[src/rtl/uart_tx_arbiter.sv]
// Round-robin arbiter that shares one uart_tx serializer between NUM_REQ byte producers.
// A per-transfer watchdog raises a sticky error if the transmitter never reports done.
module uart_tx_arbiter #(
    parameter int NUM_REQ      = 4,
    parameter int TIMEOUT_CLKS = 62496,
    parameter int ID_W         = $clog2(NUM_REQ)
) (
    input  logic                 clock,
    input  logic                 reset_n,
    input  logic                 i_enable,
    input  logic                 i_clear_error,
    input  logic [NUM_REQ-1:0]   i_req,
    input  logic [8*NUM_REQ-1:0] i_req_byte,
    output logic [NUM_REQ-1:0]   o_ack,
    output logic [NUM_REQ-1:0]   o_done,
    output logic [ID_W-1:0]      o_grant_id,
    output logic                 o_busy,
    output logic                 o_error,
    output logic                 o_tx_enable,
    output logic                 o_tx_dv,
    output logic [7:0]           o_tx_byte,
    input  logic                 i_tx_active,
    input  logic                 i_tx_done
);

    localparam int WD_W = (TIMEOUT_CLKS > 2) ? $clog2(TIMEOUT_CLKS) : 1;

    typedef enum logic [1:0] {
        IDLE    = 2'd0,
        LAUNCH  = 2'd1,
        WAIT_TX = 2'd2
    } state_t;

    state_t               state_q, state_d;
    logic [ID_W-1:0]      rr_q, rr_d;
    logic [WD_W-1:0]      wd_q, wd_d;
    logic [NUM_REQ-1:0]   ack_q, ack_d;
    logic [NUM_REQ-1:0]   done_q, done_d;
    logic [ID_W-1:0]      grant_q, grant_d;
    logic [7:0]           byte_q, byte_d;
    logic                 tx_en_q, tx_en_d;
    logic                 tx_dv_q, tx_dv_d;
    logic                 error_q, error_d;

    logic [7:0]           req_bytes [NUM_REQ];
    logic                 win_found;
    logic [ID_W-1:0]      win_id;
    int                   scan_idx;

    for (genvar gi = 0; gi < NUM_REQ; gi++) begin : g_req_bytes
        assign req_bytes[gi] = i_req_byte[8*gi +: 8];
    end

    // Scan requesters starting just after the last one served, wrapping around.
    always_comb begin
        win_found = 1'b0;
        win_id    = '0;
        scan_idx  = 0;
        for (int off = 1; off <= NUM_REQ; off++) begin
            scan_idx = (int'(rr_q) + off) % NUM_REQ;
            if (!win_found && i_req[ID_W'(scan_idx)]) begin
                win_found = 1'b1;
                win_id    = ID_W'(scan_idx);
            end
        end
    end

    always_comb begin
        state_d = state_q;
        rr_d    = rr_q;
        wd_d    = wd_q;
        ack_d   = '0;
        done_d  = '0;
        grant_d = grant_q;
        byte_d  = byte_q;
        tx_en_d = tx_en_q;
        tx_dv_d = 1'b0;
        error_d = error_q;

        if (i_clear_error) begin
            error_d = 1'b0;
        end

        case (state_q)
            IDLE: begin
                if (i_enable && !error_q && win_found) begin
                    ack_d[win_id] = 1'b1;
                    byte_d        = req_bytes[win_id];
                    grant_d       = win_id;
                    tx_en_d       = 1'b1;
                    state_d       = LAUNCH;
                end
            end
            LAUNCH: begin
                tx_dv_d = 1'b1;
                wd_d    = '0;
                state_d = WAIT_TX;
            end
            WAIT_TX: begin
                // A done arriving on the timeout cycle still counts as a clean completion.
                if (i_tx_done) begin
                    done_d[grant_q] = 1'b1;
                    rr_d            = grant_q;
                    tx_en_d         = 1'b0;
                    state_d         = IDLE;
                end else if (wd_q == WD_W'(TIMEOUT_CLKS - 1)) begin
                    error_d = 1'b1;
                    rr_d    = grant_q;
                    tx_en_d = 1'b0;
                    state_d = IDLE;
                end else begin
                    wd_d = wd_q + 1'b1;
                end
            end
            default: begin
                state_d = IDLE;
                tx_en_d = 1'b0;
            end
        endcase
    end

    always_ff @(posedge clock or negedge reset_n) begin
        if (!reset_n) begin
            state_q <= IDLE;
            rr_q    <= ID_W'(NUM_REQ - 1);
            wd_q    <= '0;
            ack_q   <= '0;
            done_q  <= '0;
            grant_q <= '0;
            byte_q  <= '0;
            tx_en_q <= 1'b0;
            tx_dv_q <= 1'b0;
            error_q <= 1'b0;
        end else begin
            state_q <= state_d;
            rr_q    <= rr_d;
            wd_q    <= wd_d;
            ack_q   <= ack_d;
            done_q  <= done_d;
            grant_q <= grant_d;
            byte_q  <= byte_d;
            tx_en_q <= tx_en_d;
            tx_dv_q <= tx_dv_d;
            error_q <= error_d;
        end
    end

    assign o_ack       = ack_q;
    assign o_done      = done_q;
    assign o_grant_id  = grant_q;
    assign o_busy      = (state_q != IDLE);
    assign o_error     = error_q;
    assign o_tx_enable = tx_en_q;
    assign o_tx_dv     = tx_dv_q;
    assign o_tx_byte   = byte_q;

    // The serializer must be quiet whenever no transfer is owned by the arbiter.
    a_idle_tx_quiet: assert property (@(posedge clock) disable iff (!reset_n)
        (state_q == IDLE) |-> !i_tx_active);

endmodule
[config.mk]
export PLATFORM = sky130hd
export DESIGN_NAME = uart_tx_arbiter
export DESIGN_NICKNAME = d
export VERILOG_FILES = /design/src/rtl/uart_tx_arbiter.sv
export SDC_FILE = /design/constraint.sdc
export NUM_CORES = 1
export LEC_CHECK = 0
export BUFFER_PORTS_ARGS = -buffer_cell sky130_fd_sc_hd__buf_4
export CORE_ASPECT_RATIO = 2
export CORE_MARGIN = 2
export CORE_UTILIZATION = 48
export CTS_BUF_LIST = sky130_fd_sc_hd__clkbuf_8
export DETAILED_ROUTE_END_ITERATION = 6
export PLACE_DENSITY = 0.78
export RECOVER_POWER = 25
export SLEW_MARGIN = 20
export SYNTH_ARGS = -nofsm -noshare
export SYNTH_HDL_FRONTEND = slang
export SYNTH_SLANG_ARGS = --single-unit
[constraint.sdc]
create_clock -name clock -period 1.7 [get_ports clock]
set_clock_uncertainty 0.05 [all_clocks]
set_input_delay 0.255 -clock clock [delete_from_list [all_inputs] [get_ports clock]]
set_output_delay 0.255 -clock clock [all_outputs]
set_load 0.03 [all_outputs]
# Yosys cells after proc, flatten, opt, wreduce, memory -nomap -nowiden
# Cells that the tools add are included.
[classes] n_reduce_logical=20 shift=0 mul=0 mux=49 addsub=5 div_mod_pow=0 n_eq_ne=7 n_lt_le_gt_ge=9 n_bitwise=2
[op_table] op="$mux 16" count=2
[op_table] op="$pmux 16 s2" count=1
[op_table] op="$mux 1" count=22
[op_table] op="$mux 2" count=9
[op_table] op="$add 16x1->16 const B" count=1
[op_table] op="$bmux 8 s2" count=1
[op_table] op="$eq 16x16->1 const B" count=1
[op_table] op="$lt 2x4->1 const B" count=4
[op_table] op="$mux 4" count=4
[op_table] op="$mux 8" count=2
[op_table] op="$bmux 1 s2" count=4
[op_table] op="$logic_and 1x1->1" count=7
[op_table] op="$lt 2x3->1 const B" count=2
[op_table] op="$ne 2x2->1 const B" count=3
[op_table] op="$pmux 2 s3" count=1
[op_table] op="$reduce_and 2->1" count=3
[op_table] op="$reduce_and 3->1" count=2
[op_table] op="$reduce_bool 2->1" count=3
[op_table] op="$add 2x1->2 const B" count=2
[op_table] op="$add 2x2->2 const B" count=2
[op_table] op="$demux 1 s2" count=2
[op_table] op="$ge 2x1->1 const B" count=2
[op_table] op="$logic_not 1->1" count=4
[op_table] op="$ge 3x3->1 const B" count=1
[op_table] op="7 further kinds" count=7
[word_totals] inputBits=42 romBits=0 elab_cells=102 latchBits=0 mem_count=0 ram_bits=0 out_inout_bits=22 register_bits=41

# Longest topological paths before layout
# Gate-level depths: netlist of run 1.
[depth] word_depth=20 depth_mapped=7

# Worst setup path after synthesis of run 1
# OpenSTA, ideal clock, no wires.
[synth_path] path_type="flip-flop to flip-flop" from="register wd_q[5]" to="register rr_q[0]" stages_incl_launch_ff=6 required_ns=1.568 setup_slack_ns=0.044 setup_time_ns=0.082 period_less_slack_ns=1.656 arrival_ns=1.524 cell_sequence="dfrtp_1 nor4b_1 nand4_1 nor2_1 o21a_1 mux2_2"
[synth_via] elab_chain_len=3
[synth_lines] element="start: declaration" line="36" source="logic [WD_W-1:0] wd_q, wd_d;"
[synth_lines] element="start signal: assignment" line="137" source="wd_q <= wd_d;"
[synth_lines] element="$eq 16x16->1" line="106" source="end else if (wd_q == WD_W'(TIMEOUT_CLKS - 1)) begin"
[synth_lines] element="$reduce_bool 2->1 (no line)"
[synth_lines] element="$reduce_and 2->1 (no line)"
[synth_lines] element="end signal: assignment" line="125" source="rr_q <= ID_W'(NUM_REQ - 1);"
[synth_lines] element="end signal: assignment" line="136" source="rr_q <= rr_d;"
[synth_lines] element="end: declaration" line="35" source="logic [ID_W-1:0] rr_q, rr_d;"
# No other way between the ends.
# A chain may end at the register's enable or synchronous reset.

# Final worst setup path of run 1
[layout_path] from="register wd_q[11]" to="register wd_q[11]"
[layout_via] elab_chain_len=4
[layout_lines] element="$add 16x1->16" line="112" source="wd_d = wd_q + 1'b1;"
[layout_lines] element="$mux 16" line="106"
[layout_lines] element="$mux 16" line="101" source="if (i_tx_done) begin"
[layout_lines] element="$pmux 16 s2" line="84" source="case (state_q)"
# Parallel ways exist; a longest one is shown, timed or not. The select of a mux whose other input is x is not followed.

==> results of run 1 <==
[path summary, 6_finish.rpt]
path	start	endpoint	slack, ps	cells past startpoint
worst max-delay path	wd_q[11]	wd_q[11]	-30	6
worst min-delay path	i_clear_error	o_error	180	3
worst max register to register	wd_q[11]	wd_q[11]	-30	6
worst min register to register	wd_q[14]	wd_q[14]	440	1
max in group asynchronous	reset_n	wd_q[2]	350	2
min in group asynchronous	reset_n	o_done[0]	620	2
[cell families after synthesis]
family / Yosys count / share of synthesized area
compound gates: 28 / 0.102
xor+xnor: 6 / 0.0244
fa+ha+maj: 1 / 0.00580
buf+inv: 15 / 0.0423
flops: 41 / 0.477
mux: 22 / 0.108
simple gates: 98 / 0.241
[registers in the layout (all words and copies together), names as in the netlist]
register,flops
o_grant_id,2
o_tx_byte,8
state_q,2
o_ack,4
o_tx_enable,1
o_error,1
wd_q,16
rr_q,2
o_tx_dv,1
o_done,4
[layer usage]
| layer | part of all wire | track usage | vias to the layer above |
|---|---|---|---|
| met4 | 0.028 | 0.111 | 0 |
| met3 | 0.039 | 0.0455 | 13 |
| met5 | 0 | 0 | - |
| met1 | 0.37 | 0.233 | 930 |
| li1 | - | - | 938 |
| met2 | 0.57 | 0.404 | 56 |
[power groups by stage]
stage                     combinational [mW]  sequential (mW)  clock [mW]
after floorplan                        0.797             1.69           0
final                                   1.82             1.39       0.646
after global placement                  1.73             1.40           0
after global routing                    1.97             1.42       0.692
after CTS                               1.79             1.39       0.662
after detailed placement                1.77             1.41           0
[layout by cell type (no fill, tap or decap), types with 2 or more instances in the layout]
master and instances:
nor3_4 2, nor4b_2 3, nand4_1 5, dfstp_2 2, o21ai_0 3, buf_12 2
nand2b_1 6, nand3_1 24, o21ai_1 2, and2_1 2, and3_1 3, mux2_2 6
inv_1 5, nor2_1 14, clkbuf_8 6, nor2b_1 3, buf_6 3, nand2_1 25
o31ai_1 3, xor2_1 5, mux2i_1 12, buf_4 91, mux2_4 4, o211ai_1 11
dfrtp_1 39
[critical path, delay by kind of cell, from the launching register on]
kind                   cells  cell delay (ps)
buffers and inverters      1              160
and+or+nand+nor            3              600
AOI/OAI and AO/OA          2              420
DFF                        1              410
[cell type report]
| class | count | area [sq um] | share of cell area |
|---|---|---|---|
| well taps | 54 | 67.6 | 0.0220 |
| flip-flops and latches | 41 | 1030 | 0.335 |
| multi-input cells | 155 | 1090 | 0.355 |
| clock buffers | 6 | 82.6 | 0.0269 |
| clock inverters | 1 | 3.75 | 0.00122 |
| inverters | 5 | 23.8 | 0.00775 |
| repair buffers | 98 | 772 | 0.252 |
[timing repair]
action | 4_1_cts | 5_1_grt
setup buffers | 1 | 2
gates cloned | 0 | 0
endpoints found under the hold margin | 39 | 0
resized for setup | 7 | 11
pin swaps | 4 | 10
hold buffers | 1 | 0
setup endpoints to repair | 21 | 26
==> flow_metrics.env, run 1 <==
export IMPL_synthArstFlopShare=1.00
export IMPL_cp_slowest_cell="dfrtp_1"
export IMPL_grt_pass1_vias=1996
export IMPL_tns_ps=-41.4
export IMPL_clkSinkCount=41
export IMPL_synth_ff_type="dfrtp_1"
export IMPL_hpwl_mm=3.98
export IMPL_drc=0
export IMPL_max_freq_mhz=580
export IMPL_clockBufferDepth=2
export IMPL_worstPathCellList="nor4b_2 -> nand4_1 -> buf_6 -> o21bai_4 -> nand2_1 -> o221ai_2"
export IMPL_syn_inst=211
export IMPL_antenna_found_initial=0
export IMPL_p_seq_frac=0.361
export IMPL_rsz0062_at_grt="yes"
export IMPL_clk_latency_ps=300
export IMPL_gp_congestion=0.752
export IMPL_die_area_sq_um=5080
export IMPL_final_area_sq_um=3070
export IMPL_path_max_fanout=7
export IMPL_power_switching_mw=1.51
export IMPL_synth_seq_area_share=0.477
export IMPL_cts_tree="done"
export IMPL_io_buffers=62
export IMPL_finalPower_mw=3.86
export IMPL_crit_type="reg -> reg"
export IMPL_synthDistinctLibCells=44
export IMPL_drtIter0Drc=15
export IMPL_yosys_top_cells_count="dfrtp_1 (39), nand2_1 (25), nand3_1 (24)"
export IMPL_maxCapViolCount=0
export IMPL_critPathCaptureType="register"
export IMPL_vias=1937
export IMPL_holdWs_ps=179
export IMPL_ys_warnings_count=0
export IMPL_start_util=0.497
export IMPL_dpl_cell_area_sq_um=2890
export IMPL_grt_pass1_wl_mm=8.61
export IMPL_failed_checks="setup timing"
export IMPL_cp_required_ps=1870
export IMPL_finalHoldViolations=0
export IMPL_io_pins=64
export IMPL_grt_overflow=0
export IMPL_nFillCells=359
export IMPL_internal_power_mw=2.35
export IMPL_instances_no_fill=360
export IMPL_area_growth_syn_to_layout_pct=42.2
export IMPL_slew_violations=0
export IMPL_leakage_nw=1.49
export IMPL_setup_ws_ps=-25.5
export IMPL_synth_edf_count=0
export IMPL_root_buffer="clkbuf_8"
export IMPL_synth_top_cell_area_share=0.452
export IMPL_pwr_share_clk=0.167
export IMPL_postLayoutCoreUtil=0.707
export IMPL_tightest_slew_ps=1030
export IMPL_crit_arrival_ps=1900
export IMPL_synth_largest_area_cell="dfrtp_1"
export IMPL_routed_via_density=5.38
export IMPL_dpl_worst_slack_ps=-163
export IMPL_final_net_count=349
export IMPL_relSlewSlack=0.310
export IMPL_drive_gt1_frac=0.425
export IMPL_power_frac_comb=0.472
export IMPL_ir_worst_vdd_mv=0.949
export IMPL_dp_cells=349
export IMPL_final_antenna_net_count=0
export IMPL_diodes=0
export IMPL_synth_cell_area_sq_um=2160
export IMPL_first_pass_iters=4
export IMPL_wl_per_cell_um=14.5
export IMPL_worstHoldPathType="in -> reg"
export IMPL_slowest_delay_ps=410
export IMPL_path_clk_slew_ps=80
export IMPL_start_kind="register"
export IMPL_wl_mm=5.22
export IMPL_period_share=1.02
export IMPL_ys_ff_latch=41
export IMPL_cts_made_buffers=5
export IMPL_avgSynthCellArea_sq_um=10.2
export IMPL_grt_max_degree=42
export IMPL_syn_num_nets=254
export IMPL_status="finished with violations"
export IMPL_gr_usage_all_layers=0.223
export IMPL_p_per_area_nw_per_um2=1260
export IMPL_rows=34
export IMPL_core_area_sq_um=4340
export IMPL_swShare=0.391
export IMPL_h_tree_depth=2
export IMPL_synth_most_common_cell="dfrtp_1"
export IMPL_ys_top_cells_by_area="dfrtp_1 (45%), mux2i_1 (5.6%), nand3_1 (5.6%), mux2_2 (5.2%), nand2_1 (4.4%)"
export IMPL_die_y_um=98.8
export IMPL_fin_crit_ps=1730
export IMPL_setup_viol=4
export IMPL_chipWidth_um=51.4
No activity file was read; power rests on OpenSTA's default activity.
==> run 2: changes to the inputs <==
--- a/config.mk
+++ b/config.mk
@@ -8,11 +8,11 @@
 export BUFFER_PORTS_ARGS = -buffer_cell sky130_fd_sc_hd__buf_4
 export CORE_ASPECT_RATIO = 2
 export CORE_MARGIN = 2
-export CORE_UTILIZATION = 48
+export CORE_UTILIZATION = 53
 export CTS_BUF_LIST = sky130_fd_sc_hd__clkbuf_8
 export DETAILED_ROUTE_END_ITERATION = 6
-export PLACE_DENSITY = 0.78
-export RECOVER_POWER = 25
+export PLACE_DENSITY_LB_ADDON = 0.3
+export RECOVER_POWER = 100
 export SLEW_MARGIN = 20
 export SYNTH_ARGS = -nofsm -noshare
 export SYNTH_HDL_FRONTEND = slang
==> constraint.sdc (replaced) <==
create_clock -name clock -period 1.6 [get_ports clock]
set_clock_uncertainty 0.05 [all_clocks]
set_input_delay 0.24 -clock clock [delete_from_list [all_inputs] [get_ports clock]]
set_output_delay 0.24 -clock clock [all_outputs]
set_load 0.03 [all_outputs]
==> run 2 against run 1 <==
The flow still finishes with violations (setup timing). Worst hold slack worse by 19 ps. Via count is 2.1% higher. Combinational power is 4% higher. Design area is 0.45% higher. Register-to-register slack worse by 130 ps.
==> flow_metrics.env, run 2 (synthesis results as in run 1) <==
export IMPL_final_antenna_net_count=0
export IMPL_internal_power_mw=2.37
export IMPL_drc=0
export IMPL_worstHoldPathType="in -> reg"
export IMPL_path_max_fanout=4
export IMPL_slew_violations=0
export IMPL_finalHoldViolations=0
export IMPL_die_y_um=94.2
export IMPL_critPathCaptureType="register"
export IMPL_drtIter0Drc=30
export IMPL_start_util=0.555
export IMPL_maxCapViolCount=0
export IMPL_setup_ws_ps=-151
export IMPL_die_area_sq_um=4630
export IMPL_cts_tree="done"
export IMPL_swShare=0.408
export IMPL_grt_max_degree=42
export IMPL_slowest_delay_ps=400
export IMPL_postLayoutCoreUtil=0.793
export IMPL_cp_common_cell="buf_6"
export IMPL_regMostFlops="wd_q"
export IMPL_layout_common_cells="buf_4 (72), dfrtp_1 (38), nand2_1 (23), nand3_1 (23), clkbuf_1 (21)"
export IMPL_largest_reg_flops=16
export IMPL_period_share=1.09
export IMPL_power_switching_mw=1.63
export IMPL_min_from="i_clear_error"
export IMPL_io_buffers=62
export IMPL_io_pins=64
export IMPL_max_freq_mhz=571
export IMPL_gp_congestion=0.814
export IMPL_dpl_worst_slack_ps=-142
export IMPL_crit_type="reg -> reg"
export IMPL_fin_crit_ps=1750
export IMPL_path_delay_family="simple AND/OR/NAND/NOR gates"
export IMPL_wl_mm=5.45
export IMPL_diodes=0
export IMPL_leakage_nw=1.45
export IMPL_r2r_start="wd_q[11]"
export IMPL_h_tree_depth=2
export IMPL_failed_checks="setup timing"
export IMPL_area_growth_syn_to_layout_pct=42.8
export IMPL_worstPathCellList="nor4b_2 -> nand4_1 -> buf_6 -> buf_6 -> o211ai_1 -> xor2_1 -> nor2_1"
export IMPL_path_clk_slew_ps=70
export IMPL_final_net_count=357
export IMPL_cp_required_ps=1730
export IMPL_clk_latency_ps=290
export IMPL_dp_cells=352
export IMPL_grt_overflow=0
export IMPL_rows=32
export IMPL_gr_usage_all_layers=0.253
export IMPL_setup_viol=28
export IMPL_clockBufferDepth=2
export IMPL_hpwl_mm=3.95
export IMPL_tightest_slew_ps=1020
export IMPL_root_buffer="clkbuf_8"
export IMPL_clkSinkCount=41
export IMPL_ir_worst_vdd_mv=0.906
export IMPL_p_per_area_nw_per_um2=1300
export IMPL_cts_made_buffers=5
export IMPL_wl_per_cell_um=14.9
export IMPL_relSlewSlack=0.323
export IMPL_grt_pass1_wl_mm=8.95
export IMPL_layout_commonest_cell="buf_4"
export IMPL_instances_no_fill=366
export IMPL_grt_pass1_vias=2020
export IMPL_core_area_sq_um=3880
export IMPL_vias=1978
export IMPL_chipWidth_um=49.1
export IMPL_drive_gt1_frac=0.394
export IMPL_routed_via_density=5.40
export IMPL_status="finished with violations"
export IMPL_antenna_found_initial=0
export IMPL_start_kind="register"
export IMPL_nFillCells=273
export IMPL_crit_buf_inv=2
export IMPL_rsz0062_at_grt="yes"
export IMPL_first_pass_iters=4
export IMPL_cp_slowest_cell="dfrtp_1"
export IMPL_crit_arrival_ps=1880
export IMPL_crit_start="wd_q[11]"
export IMPL_p_seq_frac=0.367
export IMPL_pwr_share_clk=0.160
export IMPL_power_frac_comb=0.473
## run 2: cell count changes in the layout (fill, tap and decap cells not counted), moves of 2 or more
cell,previous run,this run
clkbuf_1,0,21
buf_4,91,72
buf_6,3,8
inv_1,5,7
mux2_2,6,8
mux2_4,4,2
nand2_1,25,23
nand2_2,0,2
o21ai_0,3,1
o21ai_1,2,4
## run 2: what timing repair did
action                     4_1_cts  5_1_grt
pin swaps                       12       22
hold endpoints to repair        39        0
setup endpoints to repair       29       34
gates resized for setup         13       16
setup buffers                    3        2
hold buffers                     1        0
## run 2: final timing paths
check                          endpoint  slack, ps  cells past startpoint
max                             wd_q[5]       -150                      7
min                             o_error        160                      3
max reg2reg                     wd_q[5]       -150                      7
min reg2reg                o_tx_byte[1]        460                      2
max in group asynchronous       o_error        220                      2
min in group asynchronous       o_tx_dv        600                      2
## run 2: cell type report
cell class / instances / area, sq um / share of cell area
Clock buffer: 5 / 68.8 / 0.0223
Clock inverter: 3 / 11.3 / 0.00366
Inverter: 5 / 23.8 / 0.00772
Multi-Input combinational cell: 155 / 1110 / 0.361
Sequential cell: 41 / 1030 / 0.334
Tap cell: 51 / 63.8 / 0.0207
Timing Repair Buffer: 106 / 769 / 0.250
## run 2: per-stage QoR
| stage | total power [mW] | setup TNS [ps] | hold slack [ps] | area (sq um) |
|---|---|---|---|---|
| 5_1_grt | 4.25 | -4230 | 168 | 3080 |
| 3_5_place_dp | 3.39 | -2200 | 205 | 2940 |
| 4_1_cts | 4.11 | -1920 | 156 | 3090 |
| 3_3_place_gp | 3.34 | -1440 | 199 | 2940 |
| 2_1_floorplan | 2.66 | -49.1 | -106 | 2180 |
| 6_report | 4.00 | -1960 | 160 | 3080 |
## run 2: metal layers
| metal | up-vias | part of all wire | GRT usage |
|---|---|---|---|
| met3 | 9 | 0.036 | 0.0414 |
| met1 | 953 | 0.36 | 0.249 |
| met4 | 0 | 0.021 | 0.107 |
| li1 | 956 | - | - |
| met5 | - | 0 | 0 |
| met2 | 60 | 0.58 | 0.499 |
## run 2: power by group through the flow
stage / clock network [mW] / logic (mW) / registers, mW
after detailed placement: 0 / 1.91 / 1.48
after global routing: 0.691 / 2.05 / 1.50
after CTS: 0.648 / 1.99 / 1.47
final: 0.640 / 1.89 / 1.47
after floorplan: 0 / 0.860 / 1.80
after global placement: 0 / 1.87 / 1.48
## run 2: tightest hold or removal path, cell delays in order
cell,delay (ps)
buf_4,80
nand2b_1,90
o31ai_1,60
